`config.mk`:
```
export PLATFORM = sky130hd
export DESIGN_NAME = arp_responder
export DESIGN_NICKNAME = d
export VERILOG_FILES = /design/src/rtl/arp_responder.sv
export SDC_FILE = /design/constraint.sdc
export NUM_CORES = 1
export LEC_CHECK = 0
export ABC_AREA = 1
export BUFFER_PORTS_ARGS = -buffer_cell sky130_fd_sc_hd__buf_2
export CAP_MARGIN = 30
export CORE_MARGIN = 2
export CORE_UTILIZATION = 35
export CTS_CLUSTER_DIAMETER = 60
export DETAILED_ROUTE_END_ITERATION = 6
export MAX_ROUTING_LAYER = met4
export PLACE_DENSITY = 0.57
export SETUP_SLACK_MARGIN = 0.02
export SYNTH_ARGS = -nofsm -noshare
export SYNTH_HDL_FRONTEND = slang
export SYNTH_SLANG_ARGS = --single-unit
```
`constraint.sdc`:
```
create_clock -name clk -period 10.9 [get_ports clk]
set_input_delay 1.09 -clock clk [delete_from_list [all_inputs] [get_ports clk]]
set_output_delay 1.09 -clock clk [all_outputs]
set_load 0.1 [all_outputs]
```
`src/rtl/arp_responder.sv`:
```
// ARP responder: parses a 28-byte ARP payload stream, learns sender bindings
// into the ARP cache and answers requests for the local IP with a reply payload.
module arp_responder (
    input  logic        clk,
    input  logic        rst,
    input  logic [31:0] local_ip_i,
    input  logic [47:0] local_mac_i,
    input  logic        s_valid_i,
    output logic        s_ready_o,
    input  logic [7:0]  s_data_i,
    input  logic        s_last_i,
    output logic        m_valid_o,
    input  logic        m_ready_i,
    output logic [7:0]  m_data_o,
    output logic        m_last_o,
    output logic [47:0] m_dst_mac_o,
    output logic        write_valid_o,
    output logic [31:0] write_ip_o,
    output logic [47:0] write_mac_o
);

    typedef enum logic {ST_RX, ST_TX} state_t;

    state_t      state_q, state_d;
    logic [4:0]  cnt_q, cnt_d;
    logic [7:0]  hdr_q [28];
    logic [7:0]  hdr_d [28];
    logic        write_valid_q, write_valid_d;
    logic [31:0] write_ip_q, write_ip_d;
    logic [47:0] write_mac_q, write_mac_d;

    logic        beat_in;
    logic        hdr_ok;
    logic [47:0] new_sha;
    logic [31:0] new_spa;
    logic [31:0] new_tpa;
    logic [47:0] req_sha;
    logic [31:0] req_spa;
    logic [223:0] reply_vec;
    logic [223:0] tx_shift;

    assign beat_in = (state_q == ST_RX) && s_valid_i;

    always_comb begin
        hdr_d = hdr_q;
        if (beat_in && (cnt_q < 5'd28)) begin
            hdr_d[cnt_q] = s_data_i;
        end
    end

    // Decode from the next-state view so the byte arriving with s_last_i counts.
    assign new_sha = {hdr_d[8], hdr_d[9], hdr_d[10], hdr_d[11], hdr_d[12], hdr_d[13]};
    assign new_spa = {hdr_d[14], hdr_d[15], hdr_d[16], hdr_d[17]};
    assign new_tpa = {hdr_d[24], hdr_d[25], hdr_d[26], hdr_d[27]};
    assign hdr_ok  = ({hdr_d[0], hdr_d[1]} == 16'h0001) &&
                     ({hdr_d[2], hdr_d[3]} == 16'h0800) &&
                     (hdr_d[4] == 8'd6) && (hdr_d[5] == 8'd4) &&
                     (hdr_d[6] == 8'd0) &&
                     ((hdr_d[7] == 8'd1) || (hdr_d[7] == 8'd2));

    always_comb begin
        state_d       = state_q;
        cnt_d         = cnt_q;
        write_valid_d = 1'b0;
        write_ip_d    = write_ip_q;
        write_mac_d   = write_mac_q;
        case (state_q)
            ST_RX: begin
                if (s_valid_i) begin
                    if (cnt_q < 5'd28) begin
                        cnt_d = cnt_q + 5'd1;
                    end
                    if (s_last_i) begin
                        cnt_d = 5'd0;
                        if ((cnt_q >= 5'd27) && hdr_ok) begin
                            if (new_spa != 32'd0) begin
                                write_valid_d = 1'b1;
                                write_ip_d    = new_spa;
                                write_mac_d   = new_sha;
                            end
                            if ((hdr_d[7] == 8'd1) && (new_tpa == local_ip_i)) begin
                                state_d = ST_TX;
                            end
                        end
                    end
                end
            end
            ST_TX: begin
                if (m_ready_i) begin
                    if (cnt_q == 5'd27) begin
                        state_d = ST_RX;
                        cnt_d   = 5'd0;
                    end else begin
                        cnt_d = cnt_q + 5'd1;
                    end
                end
            end
            default: begin
                state_d = ST_RX;
                cnt_d   = 5'd0;
            end
        endcase
    end

    always_ff @(posedge clk or posedge rst) begin
        if (rst) begin
            state_q       <= ST_RX;
            cnt_q         <= 5'd0;
            write_valid_q <= 1'b0;
            write_ip_q    <= 32'd0;
            write_mac_q   <= 48'd0;
            for (int i = 0; i < 28; i++) begin
                hdr_q[i] <= 8'h00;
            end
        end else begin
            state_q       <= state_d;
            cnt_q         <= cnt_d;
            write_valid_q <= write_valid_d;
            write_ip_q    <= write_ip_d;
            write_mac_q   <= write_mac_d;
            hdr_q         <= hdr_d;
        end
    end

    // In TX the counter doubles as the reply byte index.
    assign req_sha   = {hdr_q[8], hdr_q[9], hdr_q[10], hdr_q[11], hdr_q[12], hdr_q[13]};
    assign req_spa   = {hdr_q[14], hdr_q[15], hdr_q[16], hdr_q[17]};
    assign reply_vec = {64'h0001_0800_0604_0002, local_mac_i, local_ip_i, req_sha, req_spa};
    assign tx_shift  = reply_vec << {cnt_q, 3'b000};

    assign s_ready_o     = (state_q == ST_RX);
    assign m_valid_o     = (state_q == ST_TX);
    assign m_last_o      = m_valid_o && (cnt_q == 5'd27);
    assign m_data_o      = m_valid_o ? tx_shift[223:216] : 8'h00;
    assign m_dst_mac_o   = req_sha;
    assign write_valid_o = write_valid_q;
    assign write_ip_o    = write_ip_q;
    assign write_mac_o   = write_mac_q;

endmodule

```
==> results.md, run 1 <==
* Status: finished clean
* Share of layout cells above drive strength 1 at 0.1630
* Post-route DRC violation count at 0
* Final setup vio count at 0
* Hold_buf cts at 0
* Peak supply drop at 0.1118 mV
* Syn. warnings at 0
* Port bufs at 232
* CTS tree: done
* Final GP Congestion at around 0.90
* Vias at about 12,000
* Initial antenna violation count at 0
* Cell taking the most area after synthesis: dfrtp_1
* CTS buffer count at 29
* DIE WIDTH at approximately 200 um
* IO Count at roughly 230
* First-pass GRT wire length at roughly 72,000 um
* Total GRT Usage at 0.2471
* HPWL after DPL at around 35,000 um
* Max-slew violations at 0
* Sequential fraction of the synthesis area at 0.4912
* Main combinational cell family by area after synthesis: simple AND/OR/NAND/NOR gates
* DR pass1 iterations at 6
* Vias in the first global route at around 12,000
* Setup Crit Path Kind: flip-flop to flip-flop
* Fin nets at between 2,000 and 2,500
* Post-synthesis mux area share at 0
* CP Max Fanout at between 90 and 100
* Max Freq at ~0.2 GHz
* FFs w/ async S/R, synth at 1.000
* Post-Syn Area at 13,400 um2
* RSZ-0062 raised after global routing: no
* Core Footprint at 37,670 um2
* Hold Vio Cnt, Final at 0
* Post-route cell area at 15,550 um2
* Final Skew at roughly 0.018 ns
* Mapped Avg Cell Area at 7.528 um2
* Post-Synth Simple-Gate Area at 0.2695
* Post-CTS resize count at 0
* Data required, critical path at about 11 ns
* Detail-routed via count per cell at between 5 and 6
* Worst hold path type: flip-flop to flip-flop
* FP Rows at 71
* CTS Sinks at around 260
* Critical path endpoint category: flip-flop
* Count leader, synth: nand2_1
* Antenna viol nets, final at 0
* WL/cell at 19.69 um
* Pwr dens at roughly 220 nW/um2
* CTS clk-pin slew, worst paths at approximately 0.060 ns
* Worst setup SP type: flip-flop
* Top-area cell type share of the netlist area at 0.4912
* Postcts setup bufs at 0
* P&R area growth vs syn at 16.07%
* Leak at 8.222 nW
* Clk buf depth at 3
* Synthesized flop and latch total at ~260
* Aggregate global routing overflow at 0
* H-tree Lvls at 1
* Adder-cell share of the synthesized area at 0.003735
* Relative slew slack at 0.3295
* DRT iter0 DRCs at 1,113
* Clock Latency Late Sink at about 0.57 ns
* Worst-Margin Slew at roughly 1 ns
* Post-synthesis compound-gate area fraction at 0.1262
* Synth Area in XOR/XNOR at 0.003922
* Synth top area cells: dfrtp_1 (49%), nand2_1 (16%), o21ai_0 (8.1%)
* Post-synth EDFFs at 0
* Synth Net Count at about 1,900
* Die area at about 40,000 um2
* Period utilization at 0.4619
* Diode count at 0
* CTS root buf: clkbuf_16
* Chip height at around 200 um
* Max-cap viol count at 0
* Gate count after technology mapping at roughly 1,800
* Largest net degree at the start of global routing at 109
* Post-synth cell types at 39
* Routed wire length at about 48,000 um
* Most frequent cells after synthesis: nand2_1 (588), dfrtp_1 (263), o21ai_0 (218), inv_1 (160), nor2_1 (147)
* Worst EP arrival at about 5.5 ns
* Initial core utilization at 0.3557
* Minimum clock period at between 5 and 6 ns
* Final TNS setup at 0 ns
* Main flop type after synthesis: dfrtp_1
* Post-DP Area at roughly 15,000 um2
==> per-layer routing <==
layer  part of all wire  vias to the layer above  GRT usage
li1                   -                     5916          -
met1               0.43                     5886     0.3241
met2               0.47                      451     0.3957
met3              0.066                       89    0.03409
met4              0.033                        0    0.08066
met5                  0                        -          -
==> worst paths after layout <==
kind	start	to	slack, ns	depth (start not counted)
min in group asynchronous	rst	hdr_q[7]	0.62	2
max	cnt_q[0]	write_mac_o[38]	5.86	15
max in group asynchronous	rst	write_ip_o[27]	8.81	5
min reg2reg	write_mac_o[17]	write_mac_o[17]	0.47	2
min	write_mac_o[17]	write_mac_o[17]	0.47	2
max reg2reg	cnt_q[0]	write_mac_o[38]	5.86	15
==> flip-flops by register name, summed over array words and instances, names as in the netlist <==
name,flops
cnt_q,5
hdr_q,128
m_dst_mac_o,48
m_valid_o,1
write_ip_o,32
write_mac_o,48
write_valid_o,1
==> worst max-delay path: stages (launching register included) <==
cell	delay [ns]
dfrtp_2	0.36
buf_4	0.72
ha_1	0.45
inv_1	0.14
nor3_2	0.81
nand2_1	0.10
o21ai_0	0.14
nand2_1	0.09
nor2_1	0.16
and2_1	0.20
nand2_1	0.10
nor2_4	0.11
buf_4	0.63
nand2_8	0.51
nand2_1	0.19
nand2_1	0.06
==> cell usage in the layout, fill, tap and decap left out, types with 5 or more instances in the layout <==
master | synthesis | layout
clkbuf_1 | 49 | 5
nor2_2 | 5 | 5
nor2_4 | 5 | 5
nand4_1 | 8 | 8
o21ai_0 | 218 | 218
nor2_1 | 147 | 147
nand3_1 | 127 | 127
o221ai_1 | 7 | 7
a21oi_1 | 39 | 39
o211ai_1 | 15 | 15
clkinv_2 | 0 | 6
nand2_1 | 588 | 588
clkbuf_8 | 0 | 8
buf_4 | 51 | 10
dfrtp_1 | 263 | 262
inv_1 | 160 | 159
clkbuf_16 | 0 | 29
buf_2 | 25 | 232
o22ai_1 | 10 | 10
o21ai_1 | 19 | 19
inv_2 | 4 | 5
==> cell families after synthesis <==
logic type	Yosys count
AO/OA/AOI/OAI	317
XOR/XNOR	6
flip-flops	263
AND/OR/NAND/NOR	889
adder cells (fa/ha/maj)	4
buffers and inverters	301
==> report_power, final <==
| group | internal [mW] | switching [mW] |
|---|---|---|
| combinational | 0.254 | 0.957 |
| sequential | 1.14 | 0.0969 |
| clock | 0.594 | 0.424 |
| total | 1.99 | 1.48 |
==> stage by stage <==
| step | setup slack (ns) | util | std cells | total power, mW | hold WS [ns] |
|---|---|---|---|---|---|
| 2_1_floorplan | 2.570 | - | 1780 | 2.182 | 0.4387 |
| 3_3_place_gp | 5.961 | 0.3849 | 2399 | 2.438 | 0.4510 |
| 3_5_place_dp | 5.938 | 0.3859 | 2401 | 2.450 | 0.4546 |
| 4_1_cts | 5.910 | 0.4122 | 2455 | 3.466 | 0.4690 |
| 5_1_grt | 5.349 | 0.4129 | 2456 | 3.634 | 0.4912 |
| 6_report | 5.865 | 0.4129 | 2456 | 3.465 | 0.4662 |
==> final cells by class <==
class                   instances  area, um2
clock buffers                  42      854.6
clock inverters                12      133.9
fillers                      3876      22110
inverters                     167      634.4
multi-input cells            1216       5405
flip-flops and latches        263       6583
well taps                     511      639.4
repair buffers                245       1303
No activity file was read; power rests on OpenSTA's default activity.
==> run 2: changes to the inputs <==
- PLACE_DENSITY: 0.57 -> 0.59
- clock period: 10.9 -> 4 ns (I/O delays scaled with it)
==> run 2 against run 1 <==
Net effect: die area unchanged; cell count increased by 0.37%; wire length up 0.83%; critical path depth decreased by 5; clock power grew to 2.5 times the previous value; clock skew shrank 0.0060 ns; combinational power grew to 2.7 times the previous value; clock-buffer cell count unchanged; setup slack worse by 5.8 ns; via count rose by 1.5%; critical path type is now flip-flop to output pin; critical endpoint is now m_data_o[0]; largest cell class unchanged.
==> results.md, run 2 (same netlist as run 1, synthesis figures left out) <==
* DR pass1 iterations at 6 (unchanged)
* DIE WIDTH at 199.7 um (unchanged)
* Layout Cells excl Fill at 2,465 (was 2,456)
* DRT iter0 DRCs at 1,255 (was 1,113)
* Final Skew at 0.01199 ns (was 0.01794 ns)
* RSZ-0062 raised after global routing: no (unchanged)
* DR WL met3 at 3611 um (was 3181 um)
* Final setup vio count at 0 (unchanged)
* Die area at 39,860 um2 (unchanged)
* Setup Crit Path Kind: flip-flop to output pin (was flip-flop to flip-flop)
* Diode count at 0 (unchanged)
* Final TNS setup at 0 ns (unchanged)
* Commonest non-fill, non-tap cells in the layout: nand2_1 (588), dfrtp_1 (262), buf_2 (229), o21ai_0 (218), inv_1 (159) (was nand2_1 (588), dfrtp_1 (262), buf_2 (232), o21ai_0 (218), inv_1 (159))
* Antenna viol nets, final at 0 (unchanged)
* Port bufs at 232 (unchanged)
* Filler cell count at 3,945 (was 3,876)
* Cell Int Power at 5.282 mW (was 1.987 mW)
* Clk buf depth at 3 (unchanged)
* HPWL after DPL at 36,060 um (was 35,100 um)
* CTS clk-pin slew, worst paths at 0.06 ns (about the same)
* CTS buffer count at 29 (unchanged)
* Worst-Margin Slew at 0.8807 ns (was 1.005 ns)
* Max Freq at roughly 0.26 GHz
* Met2 WL at 22,870 um (was 22,710 um)
* Pwr dens at 594.3 nW/um2 (was 222.8 nW/um2)
* Total GRT Usage at 0.2486 (was 0.2471)
* Hold Vio Cnt, Final at 0 (unchanged)
* FP Rows at 71 (unchanged)
* Clock Latency Late Sink at 0.56 ns (was 0.57 ns)
* Vias in the first global route at 12,080 (was 11,980)
* Post-route DRC violation count at 0 (unchanged)
* Largest net degree at the start of global routing at 100 (was 109)
* Combinational share of power at 0.354 (was 0.349)
* Share of layout cells above drive strength 1 at 0.1663 (was 0.1630)
* Minimum clock period at 3.893 ns
* Post-route cell area at 15,630 um2 (was 15,550 um2)
* First-pass GRT wire length at 72,800 um (was 71,820 um)
* Worst EP arrival at 3.49 ns (was 5.48 ns)
* Max-slew violations at 0 (unchanged)
* Overall Power at 9.290 mW (was 3.465 mW)
* Aggregate global routing overflow at 0 (unchanged)
* Postcts setup bufs at 0 (unchanged)
* Vias at 12,530 (was 12,340)
* WL/cell at 19.78 um (was 19.69 um)
* Switch Pwr at 4.008 mW (was 1.478 mW)
* Leak at 8.254 nW (was 8.222 nW)
* Switching share of total power at 0.4314 (was 0.4265)
* Peak supply drop at 0.2486 mV (was 0.1118 mV)
* Final WS setup at 0.1073 ns (was 5.865 ns)
* Fin nets at 2,030 (was 2,019)
* Detail-routed via count per cell at 5.084 (was 5.025)
* Wire length on met1 at 21,040 um (was 20,850 um)
* Initial antenna violation count at 0 (unchanged)
* P&R area growth vs syn at 16.66% (was 16.07%)
* Commonest non-fill, non-tap cell in the layout: nand2_1 (unchanged)
* DP Cell Count at 2,412 (was 2,401)
* Worst setup SP type: flip-flop (unchanged)
* Chip height at 199.7 um (unchanged)
* Clock network power share at 0.280 (was 0.294)
* Core Footprint at 37,670 um2 (unchanged)
* Status: finished clean (unchanged)
* CTS tree: done (unchanged)
* CTS root buf: clkbuf_16 (unchanged)
* CP Max Fanout at 85 (was 93)
* Sequential share of power at 0.365 (was 0.357)
* Final GP Congestion at 0.9706 (was 0.9021)
* Data required, critical path at 3.60 ns (was 11.34 ns)
* CTS Sinks at 263 (unchanged)
* Highest routing layer actually used: met4 (unchanged)
* Period utilization at 0.9732
* Relative slew slack at 0.4122 (was 0.3295)
* H-tree Lvls at 1 (unchanged)
* Setup WS pre-CTS at 0.5347 ns (was 5.938 ns)
* Routed wire length at 48,750 um (was 48,350 um)
* Critical path endpoint category: output pin (was flip-flop)
* Initial core utilization at 0.3557 (unchanged)
* Largest register FFs at 128 (unchanged)
* Top reg by flops: hdr_q (unchanged)
* IO Count at 233 (unchanged)
* Worst hold path type: input pin to flip-flop (was flip-flop to flip-flop)
* Max-cap viol count at 0 (unchanged)
* Post-DP Area at 14,700 um2 (was 14,540 um2)
==> run 2: cell types whose count changed in the layout (fill, tap and decap cells not counted), moves of 2 or more <==
| cell | previous run | this run |
|---|---|---|
| buf_12 | 0 | 8 |
| buf_2 | 232 | 229 |
| buf_16 | 2 | 0 |
| bufinv_16 | 2 | 0 |
| clkinv_4 | 0 | 2 |
| buf_4 | 10 | 16 |
==> run 2: final timing paths <==
kind	from	cells after the start	slack, ns	endpoint
min reg2reg	write_ip_o[29]	2	0.47	write_ip_o[29]
min	m_ready_i	4	0.20	m_valid_o
min in group asynchronous	rst	4	0.49	hdr_q[5]
max reg2reg	m_valid_o	14	0.46	write_mac_o[16]
max	cnt_q[0]	10	0.11	m_data_o[0]
max in group asynchronous	rst	5	2.83	write_ip_o[3]
==> run 2: layer usage <==
metal / GRT usage / vias to the layer above
met4: 0.06420 / 0
met5: - / -
met1: 0.3275 / 5995
met2: 0.4060 / 516
met3: 0.03207 / 79
li1: - / 5942
==> run 2: timing repair <==
action                                 in CTS  in global routing
resized for setup                           0                  3
hold buffers                                1                  0
endpoints found under the hold margin      32                  0
setup endpoints to repair                   0                  4
==> run 2: power groups by stage <==
stage,Sequential [mW],Combinational [mW],Clock (mW)
after floorplan,3.29,2.65,0
after global routing,3.43,3.56,2.73
after global placement,3.43,3.20,0
after CTS,3.39,3.26,2.63
final,3.39,3.29,2.60
after detailed placement,3.43,3.25,0
==> run 2: area by class of cell <==
cell class                 instances  area, um2  share of cell area
timing repair buffer             256       1455             0.09309
clock buffer                      42      844.6             0.05403
clock inverter                    10      71.32            0.004563
multi-input combinational       1216       5408              0.3460
inverter                         167      630.6             0.04034
tap                              511      639.4             0.04090
sequential                       263       6583              0.4211
==> run 2: worst max-delay path: stages, from the launching register on <==
cell and delay (ns):
dfrtp_2 0.45, buf_4 0.69, o21ai_0 0.20, o22ai_1 0.20
nand2_1 0.13, o211ai_1 0.18, nand2_1 0.09, nand2_1 0.07
nor3_1 0.05, nor2_1 0.38, clkbuf_4 0.44
==> run 2: stage by stage <==
stage                 util  hold WS [ns]
floorplan                -        0.4387
global placement    0.3896        0.4523
detailed placement  0.3902        0.4547
CTS                 0.4148        0.1894
global route        0.4150        0.2274
finish              0.4150        0.2042
